## config.mk

```make
export PLATFORM = sky130hd
export DESIGN_NAME = cp0_irq_timer
export DESIGN_NICKNAME = d
export VERILOG_FILES = /design/src/rtl/cp0_irq_timer_pkg.sv /design/src/rtl/cp0_timer.sv /design/src/rtl/cp0_irq_timer.sv
export SDC_FILE = /design/constraint.sdc
export NUM_CORES = 1
export LEC_CHECK = 0
export BUFFER_PORTS_ARGS = -buffer_cell sky130_fd_sc_hd__buf_2
export CORE_MARGIN = 1
export CORE_UTILIZATION = 30
export CTS_BUF_LIST = sky130_fd_sc_hd__clkbuf_2
export DETAILED_ROUTE_END_ITERATION = 8
export PLACE_DENSITY = 0.53
export SKIP_LAST_GASP = 1
export SLEW_MARGIN = 40
export SYNTH_ARGS = -nofsm -noshare
export SYNTH_HDL_FRONTEND = slang
export SYNTH_SLANG_ARGS = --single-unit
```

## constraint.sdc

```tcl
create_clock -name clk -period 3.49 [get_ports clk]
set_clock_uncertainty 0.2 [all_clocks]
set_input_delay 0.1745 -clock clk [delete_from_list [all_inputs] [get_ports clk]]
set_output_delay 0.1745 -clock clk [all_outputs]
set_load 0.02 [all_outputs]
```

## src/rtl/cp0_irq_timer_pkg.sv

```systemverilog
// rtl/cp0_irq_timer_pkg.sv - CP0 register numbers, exception codes and field positions
package cp0_irq_timer_pkg;

    localparam logic [4:0] CP0_BADVADDR = 5'd8;
    localparam logic [4:0] CP0_COUNT    = 5'd9;
    localparam logic [4:0] CP0_COMPARE  = 5'd11;
    localparam logic [4:0] CP0_SR       = 5'd12;
    localparam logic [4:0] CP0_CAUSE    = 5'd13;
    localparam logic [4:0] CP0_EPC      = 5'd14;
    localparam logic [4:0] CP0_PRID     = 5'd15;

    localparam logic [4:0] EXC_INT  = 5'd0;
    localparam logic [4:0] EXC_MOD  = 5'd1;
    localparam logic [4:0] EXC_TLBL = 5'd2;
    localparam logic [4:0] EXC_TLBS = 5'd3;
    localparam logic [4:0] EXC_ADEL = 5'd4;
    localparam logic [4:0] EXC_ADES = 5'd5;
    localparam logic [4:0] EXC_IBE  = 5'd6;
    localparam logic [4:0] EXC_DBE  = 5'd7;
    localparam logic [4:0] EXC_SYS  = 5'd8;
    localparam logic [4:0] EXC_BP   = 5'd9;
    localparam logic [4:0] EXC_RI   = 5'd10;
    localparam logic [4:0] EXC_CPU  = 5'd11;
    localparam logic [4:0] EXC_OV   = 5'd12;
    localparam logic [4:0] EXC_NONE = 5'd31;

    localparam int SR_IE        = 0;
    localparam int SR_EXL       = 1;
    localparam int SR_IM_LO     = 8;
    localparam int CAUSE_EXC_LO = 2;
    localparam int CAUSE_IP_LO  = 8;
    localparam int CAUSE_BD     = 31;

    localparam logic [31:0] PRID_DEFAULT = 32'h0000_4C31;

    function automatic logic is_addr_exc(input logic [4:0] code);
        return (code == EXC_ADEL) || (code == EXC_ADES);
    endfunction

endpackage

```

## src/rtl/cp0_timer.sv

```systemverilog
// rtl/cp0_timer.sv - Count/Compare timer with prescaler and sticky timer interrupt
module cp0_timer
    import cp0_irq_timer_pkg::*;
#(
    parameter int COUNT_DIV = 2
) (
    input  logic        clk,
    input  logic        rst,
    input  logic        count_we,
    input  logic        compare_we,
    input  logic [31:0] wdata,
    output logic [31:0] count,
    output logic [31:0] compare,
    output logic        timer_irq
);

    localparam int PS_W = (COUNT_DIV > 1) ? $clog2(COUNT_DIV) : 1;
    localparam logic [PS_W-1:0] PS_MAX = PS_W'(COUNT_DIV - 1);

    logic [PS_W-1:0] prescaler;
    logic            armed;

    always_ff @(posedge clk) begin
        if (rst) begin
            prescaler <= '0;
            count     <= '0;
        end else if (count_we) begin
            prescaler <= '0;
            count     <= wdata;
        end else if (prescaler == PS_MAX) begin
            prescaler <= '0;
            count     <= count + 32'd1;
        end else begin
            prescaler <= prescaler + 1'b1;
        end
    end

    // A Compare write acknowledges the interrupt and beats a same-cycle match.
    always_ff @(posedge clk) begin
        if (rst) begin
            compare   <= '0;
            armed     <= 1'b0;
            timer_irq <= 1'b0;
        end else if (compare_we) begin
            compare   <= wdata;
            armed     <= 1'b1;
            timer_irq <= 1'b0;
        end else if (armed && (count == compare)) begin
            timer_irq <= 1'b1;
        end
    end

endmodule

```

## src/rtl/cp0_irq_timer.sv

```systemverilog
// rtl/cp0_irq_timer.sv - CP0 with SR/Cause/EPC/BadVAddr/PRId and optional Count/Compare timer (CP0_TIMER_EN)
module cp0_irq_timer
    import cp0_irq_timer_pkg::*;
#(
    parameter int          NUM_HWIRQ = 6,
    parameter logic [31:0] PRID_VAL  = PRID_DEFAULT,
    parameter int          COUNT_DIV = 2
) (
    input  logic                 clk,
    input  logic                 rst,
    input  logic [4:0]           addr,
    input  logic                 write_enable,
    input  logic [31:0]          write_data,
    input  logic                 exit_isr,
    input  logic                 in_bds,
    input  logic [NUM_HWIRQ-1:0] hwirq,
    input  logic [4:0]           exc,
    input  logic [31:0]          curr_pc,
    input  logic [31:0]          bad_vaddr,
    output logic [31:0]          read_result,
    output logic [31:0]          epc,
    output logic                 have2handle,
    output logic                 timer_irq
);

    if (NUM_HWIRQ < 1 || NUM_HWIRQ > 6) begin : g_bad_hwirq
        $error("NUM_HWIRQ out of range");
    end
    if (COUNT_DIV < 1 || COUNT_DIV > 16) begin : g_bad_div
        $error("COUNT_DIV out of range");
    end

    logic        sr_ie;
    logic        sr_exl;
    logic [7:0]  sr_im;
    logic        cause_bd;
    logic [4:0]  cause_exc;
    logic [1:0]  sw_ip;
    logic [31:0] badvaddr_q;
    logic [7:0]  ip;
    logic [31:0] sr_val;
    logic [31:0] cause_val;
    logic [31:0] count_val;
    logic [31:0] compare_val;
    logic        have_irq;
    logic        have_exc;
    logic        mtc0_ok;
    logic [4:0]  trap_code;

    always_comb begin
        ip                = '0;
        ip[1:0]           = sw_ip;
        ip[2 +: NUM_HWIRQ] = hwirq;
        ip[7]             = ip[7] | timer_irq;
    end

    assign sr_val    = {16'b0, sr_im, 6'b0, sr_exl, sr_ie};
    assign cause_val = {cause_bd, 15'b0, ip, 1'b0, cause_exc, 2'b0};

    assign have_irq    = (|(ip & sr_im)) && sr_ie && !sr_exl;
    assign have_exc    = (exc != EXC_NONE) && !sr_exl;
    assign have2handle = have_irq || have_exc;
    assign trap_code   = have_irq ? EXC_INT : exc;
    // Trap entry swallows any mtc0 in the same cycle, timer writes included.
    assign mtc0_ok     = write_enable && !have2handle;

`ifdef CP0_TIMER_EN
    cp0_timer #(
        .COUNT_DIV (COUNT_DIV)
    ) u_timer (
        .clk        (clk),
        .rst        (rst),
        .count_we   (mtc0_ok && (addr == CP0_COUNT)),
        .compare_we (mtc0_ok && (addr == CP0_COMPARE)),
        .wdata      (write_data),
        .count      (count_val),
        .compare    (compare_val),
        .timer_irq  (timer_irq)
    );
`else
    assign count_val   = '0;
    assign compare_val = '0;
    assign timer_irq   = 1'b0;
`endif

    always_comb begin
        read_result = '0;
        case (addr)
            CP0_BADVADDR: read_result = badvaddr_q;
            CP0_COUNT:    read_result = count_val;
            CP0_COMPARE:  read_result = compare_val;
            CP0_SR:       read_result = sr_val;
            CP0_CAUSE:    read_result = cause_val;
            CP0_EPC:      read_result = epc;
            CP0_PRID:     read_result = PRID_VAL;
            default:      read_result = '0;
        endcase
    end

    always_ff @(posedge clk) begin
        if (rst) begin
            sr_ie      <= 1'b0;
            sr_exl     <= 1'b0;
            sr_im      <= '0;
            cause_bd   <= 1'b0;
            cause_exc  <= '0;
            sw_ip      <= '0;
            epc        <= '0;
            badvaddr_q <= '0;
        end else if (have2handle) begin
            sr_exl    <= 1'b1;
            cause_bd  <= in_bds;
            cause_exc <= trap_code;
            epc       <= in_bds ? (curr_pc - 32'd4) : curr_pc;
            if (is_addr_exc(trap_code)) begin
                badvaddr_q <= bad_vaddr;
            end
        end else if (write_enable) begin
            // Any mtc0 outranks eret, so EXL only follows write_data here.
            case (addr)
                CP0_SR: begin
                    sr_ie  <= write_data[SR_IE];
                    sr_exl <= write_data[SR_EXL];
                    sr_im  <= write_data[SR_IM_LO +: 8];
                end
                CP0_CAUSE: sw_ip <= write_data[CAUSE_IP_LO +: 2];
                CP0_EPC:   epc   <= write_data;
                default: ;
            endcase
        end else if (exit_isr) begin
            sr_exl <= 1'b0;
        end
    end

endmodule

```

==> run metrics <==
detailed placer's ending HPWL about 14,000 um; net count after synthesis between 600 and 700; share of synthesized area occupied by flip-flops and latches 34.9%; initial drt markers approximately 420; XOR/XNOR share of the synthesized area 2.42%; overall power consumption ~2.1 mW; Avg Vias per Cell 5.52; predominant post-synthesis flop cell sky130_fd_sc_hd__dfxtp_1; std cell rows 45; number of antenna violations at the first check in global routing 0; number of levels in the clock H-tree 3; synth-to-layout area growth 61.0%; count of different cell masters after synthesis 47; final number of hold-violating endpoints 0; fraction of the core area covered by cells at the end of the flow between 40% and 50%; first-pass iteration count of the detailed router 5; f_max between 0.3 and 0.4 GHz; path class of the lowest-slack min-delay path in2reg; Die Span X 127 um; number of design rule violations left after detail routing 0; Synth top area share 34.9%; via count 6,101; most area-hungry cell type in the Yosys netlist sky130_fd_sc_hd__dfxtp_1; die outline area around 0.016 mm2; internal power 1.48 mW; mean post-synth cell area ~8 um2; cells after synthesis ~580; most common library cell in the layout ignoring fill and taps sky130_fd_sc_hd__buf_2; Post-synth ARST share 0%; Post-Syn Area around 0.0047 mm2; outcome finished clean; PortBufs roughly 180; worst path arrival time ~3.6 ns; Warnings, synthesis 0; diode insertion count for antenna repair 0; Routed wire per std cell roughly 18 um; switching power as a share of total power slightly above 30%; total leakage power roughly 3.1 nW; die height between 100 and 150 um; source-to-sink clock delay at the later pin of the worst-skew pair approximately 0.54 ns; Comb power frac about a quarter; maximum number of pins on one net before global-route repair 64; critical path class in2reg; Final nets between 1,000 and 1,500; postcts setup bufs 0; core region area 0.0153 mm2; biggest area contributors in the synthesized netlist sky130_fd_sc_hd__dfxtp_1 35%, sky130_fd_sc_hd__a2111oi_0 5.6%, sky130_fd_sc_hd__nand3_1 4.6%; TritonCTS clock tree built; CTS Root Cell sky130_fd_sc_hd__clkbuf_2; Critical Path RT approximately 3.7 ns; adder-cell area share of the yosys netlist less than 1%; pwr dens 281 mW/mm2; number of failing setup endpoints in the final timing report 0; post-synthesis register bit count between 80 and 90; simple-gate share of the synthesized area between 20 and 25%; final-layout setup total negative slack 0 ns; top fanout value on the critical path 10; maximum resistive drop on vdd 156 uV; PostCTS Resize Cnt 0; commonest non-fill, non-tap cells in the layout 180 x sky130_fd_sc_hd__buf_2, 164 x sky130_fd_sc_hd__dlygate4sd3_1, 82 x sky130_fd_sc_hd__dfxtp_1; worst rel slew slack between 40% and 50%; total number of clock tree sinks 82; Sequential Power Share 48.8%; combinational family with the most area after synthesis compound AO/OA/AOI/OAI gates; mux share of post-synthesis cell area 2.34%; via count of the first global-routing pass 5,935; number of max-slew violations in the final report 0; number of enable flip-flop cells after synthesis 0; power spent charging and discharging nets 0.648 mW; complex-gate fraction of the synthesized area a little under a third; GRT Total Usage roughly 25%; fin worst setup slack about 0.17 ns; Ports 183; final period utilization a little over nine tenths; number of max-cap violations 0; final estimated routing congestion in global placement 0.926; layout cells sized above 1 about a quarter; global route total overflow 0; total instance count after detailed placement about 900; Bufs on Longest Clock Path 2; initial cell density of the core around 31%; slack of the worst reg-to-reg path 0.34 ns; clock share of power between 20% and 30%; startpoint class of the critical path input port; total wire length after detailed routing 20,400 um; worst slew pin tran 0.767 ns; crit path capture type flip-flop; worst slack at placement between 0.9 and 1 ns; number of nets still failing antenna checks after routing 0; first-pass GRT wire length approximately 31,000 um; total clock buffers created by CTS 9; Fillers about 1,500; setup repair after global routing missed its margin no; Period minus WS final 3.32 ns; clock slew seen by the registers of the worst setup and hold paths ~0.21 ns; Final Non-Filler Cells ~1,100
metrics by stage:
stage / hold WS [ns] / area (um2)
4_1_cts: 0.0495 / 7570
5_1_grt: 0.0563 / 7570
3_3_place_gp: 0.234 / 5800
6_report: 0.105 / 7570
2_1_floorplan: 0.110 / 4700
3_5_place_dp: 0.237 / 5810
synthesized netlist by cell type (11+ instances only):
master / n
sky130_fd_sc_hd__dfxtp_1: 82
sky130_fd_sc_hd__clkbuf_1: 55
sky130_fd_sc_hd__nand2_1: 44
sky130_fd_sc_hd__nand3_1: 43
sky130_fd_sc_hd__o21ai_0: 43
sky130_fd_sc_hd__a21oi_1: 41
sky130_fd_sc_hd__and3_1: 31
sky130_fd_sc_hd__a2111oi_0: 30
sky130_fd_sc_hd__nand2b_1: 22
sky130_fd_sc_hd__a22o_1: 20
sky130_fd_sc_hd__a311oi_1: 18
sky130_fd_sc_hd__a211oi_1: 14
sky130_fd_sc_hd__or4_1: 13
sky130_fd_sc_hd__o31ai_1: 12
sky130_fd_sc_hd__mux2i_1: 11
final cells by class:
cell class | count | area (um2) | share of cell area, %
clock buffer | 10 | 50.0 | 0.661
clock inverter | 4 | 68.8 | 0.909
inverter | 5 | 18.8 | 0.248
multi-input combinational | 434 | 2870 | 37.9
sequential | 82 | 1640 | 21.7
tap | 211 | 264 | 3.49
timing repair buffer | 359 | 2660 | 35.1
critical path, cell delays in order:
cell	delay, ns
sky130_fd_sc_hd__dlygate4sd3_1	0.54
sky130_fd_sc_hd__buf_2	0.15
sky130_fd_sc_hd__nor3_1	0.45
sky130_fd_sc_hd__nand4_1	0.48
sky130_fd_sc_hd__o41ai_1	0.50
sky130_fd_sc_hd__dlygate4sd3_1	0.60
sky130_fd_sc_hd__a311oi_1	0.08
sky130_fd_sc_hd__dlygate4sd3_1	0.59
cell families after synthesis:
kind of cell	count (synthesis)
buffers and inverters	61
adder cells (fa/ha/maj)	1
other	1
XOR/XNOR	13
multiplexers	11
AND/OR/NAND/NOR	206
flip-flops	82
AO/OA/AOI/OAI	202
power by group through the flow:
stage	logic [mW]	clock network, mW	registers, mW
floorplan	0.160	0	1.08
global placement	0.382	0	1.06
detailed placement	0.388	0	1.06
CTS	0.522	0.573	1.04
global route	0.572	0.614	1.05
finish	0.531	0.558	1.04
final timing paths:
kind	start	to	cells after the start
min	addr[1]	sr_im[0]	5
max	curr_pc[18]	epc[31]	8
min reg2reg	cause_exc[0]	cause_exc[0]	2
max reg2reg	sw_ip[0]	badvaddr_q[8]	7
what timing repair did:
action / CTS / global route
setup endpoints to repair: 0 / 0
endpoints found under the hold margin: 82 / 0
hold buffers: 164 / 0
flip-flops by register name, summed over array words and instances (netlist names):
register,count
sw_ip,2
epc,32
sr_im,8
cause_exc,5
sr_ie,1
badvaddr_q,32
cause_bd,1
sr_exl,1
metal layers:
layer	track usage [%]	wire length, um
met5	0	0
met4	9.59	565
met3	4.06	1250
met2	41.5	9550
met1	32.6	9060
Note: power is estimated with default switching activity, not from simulation.
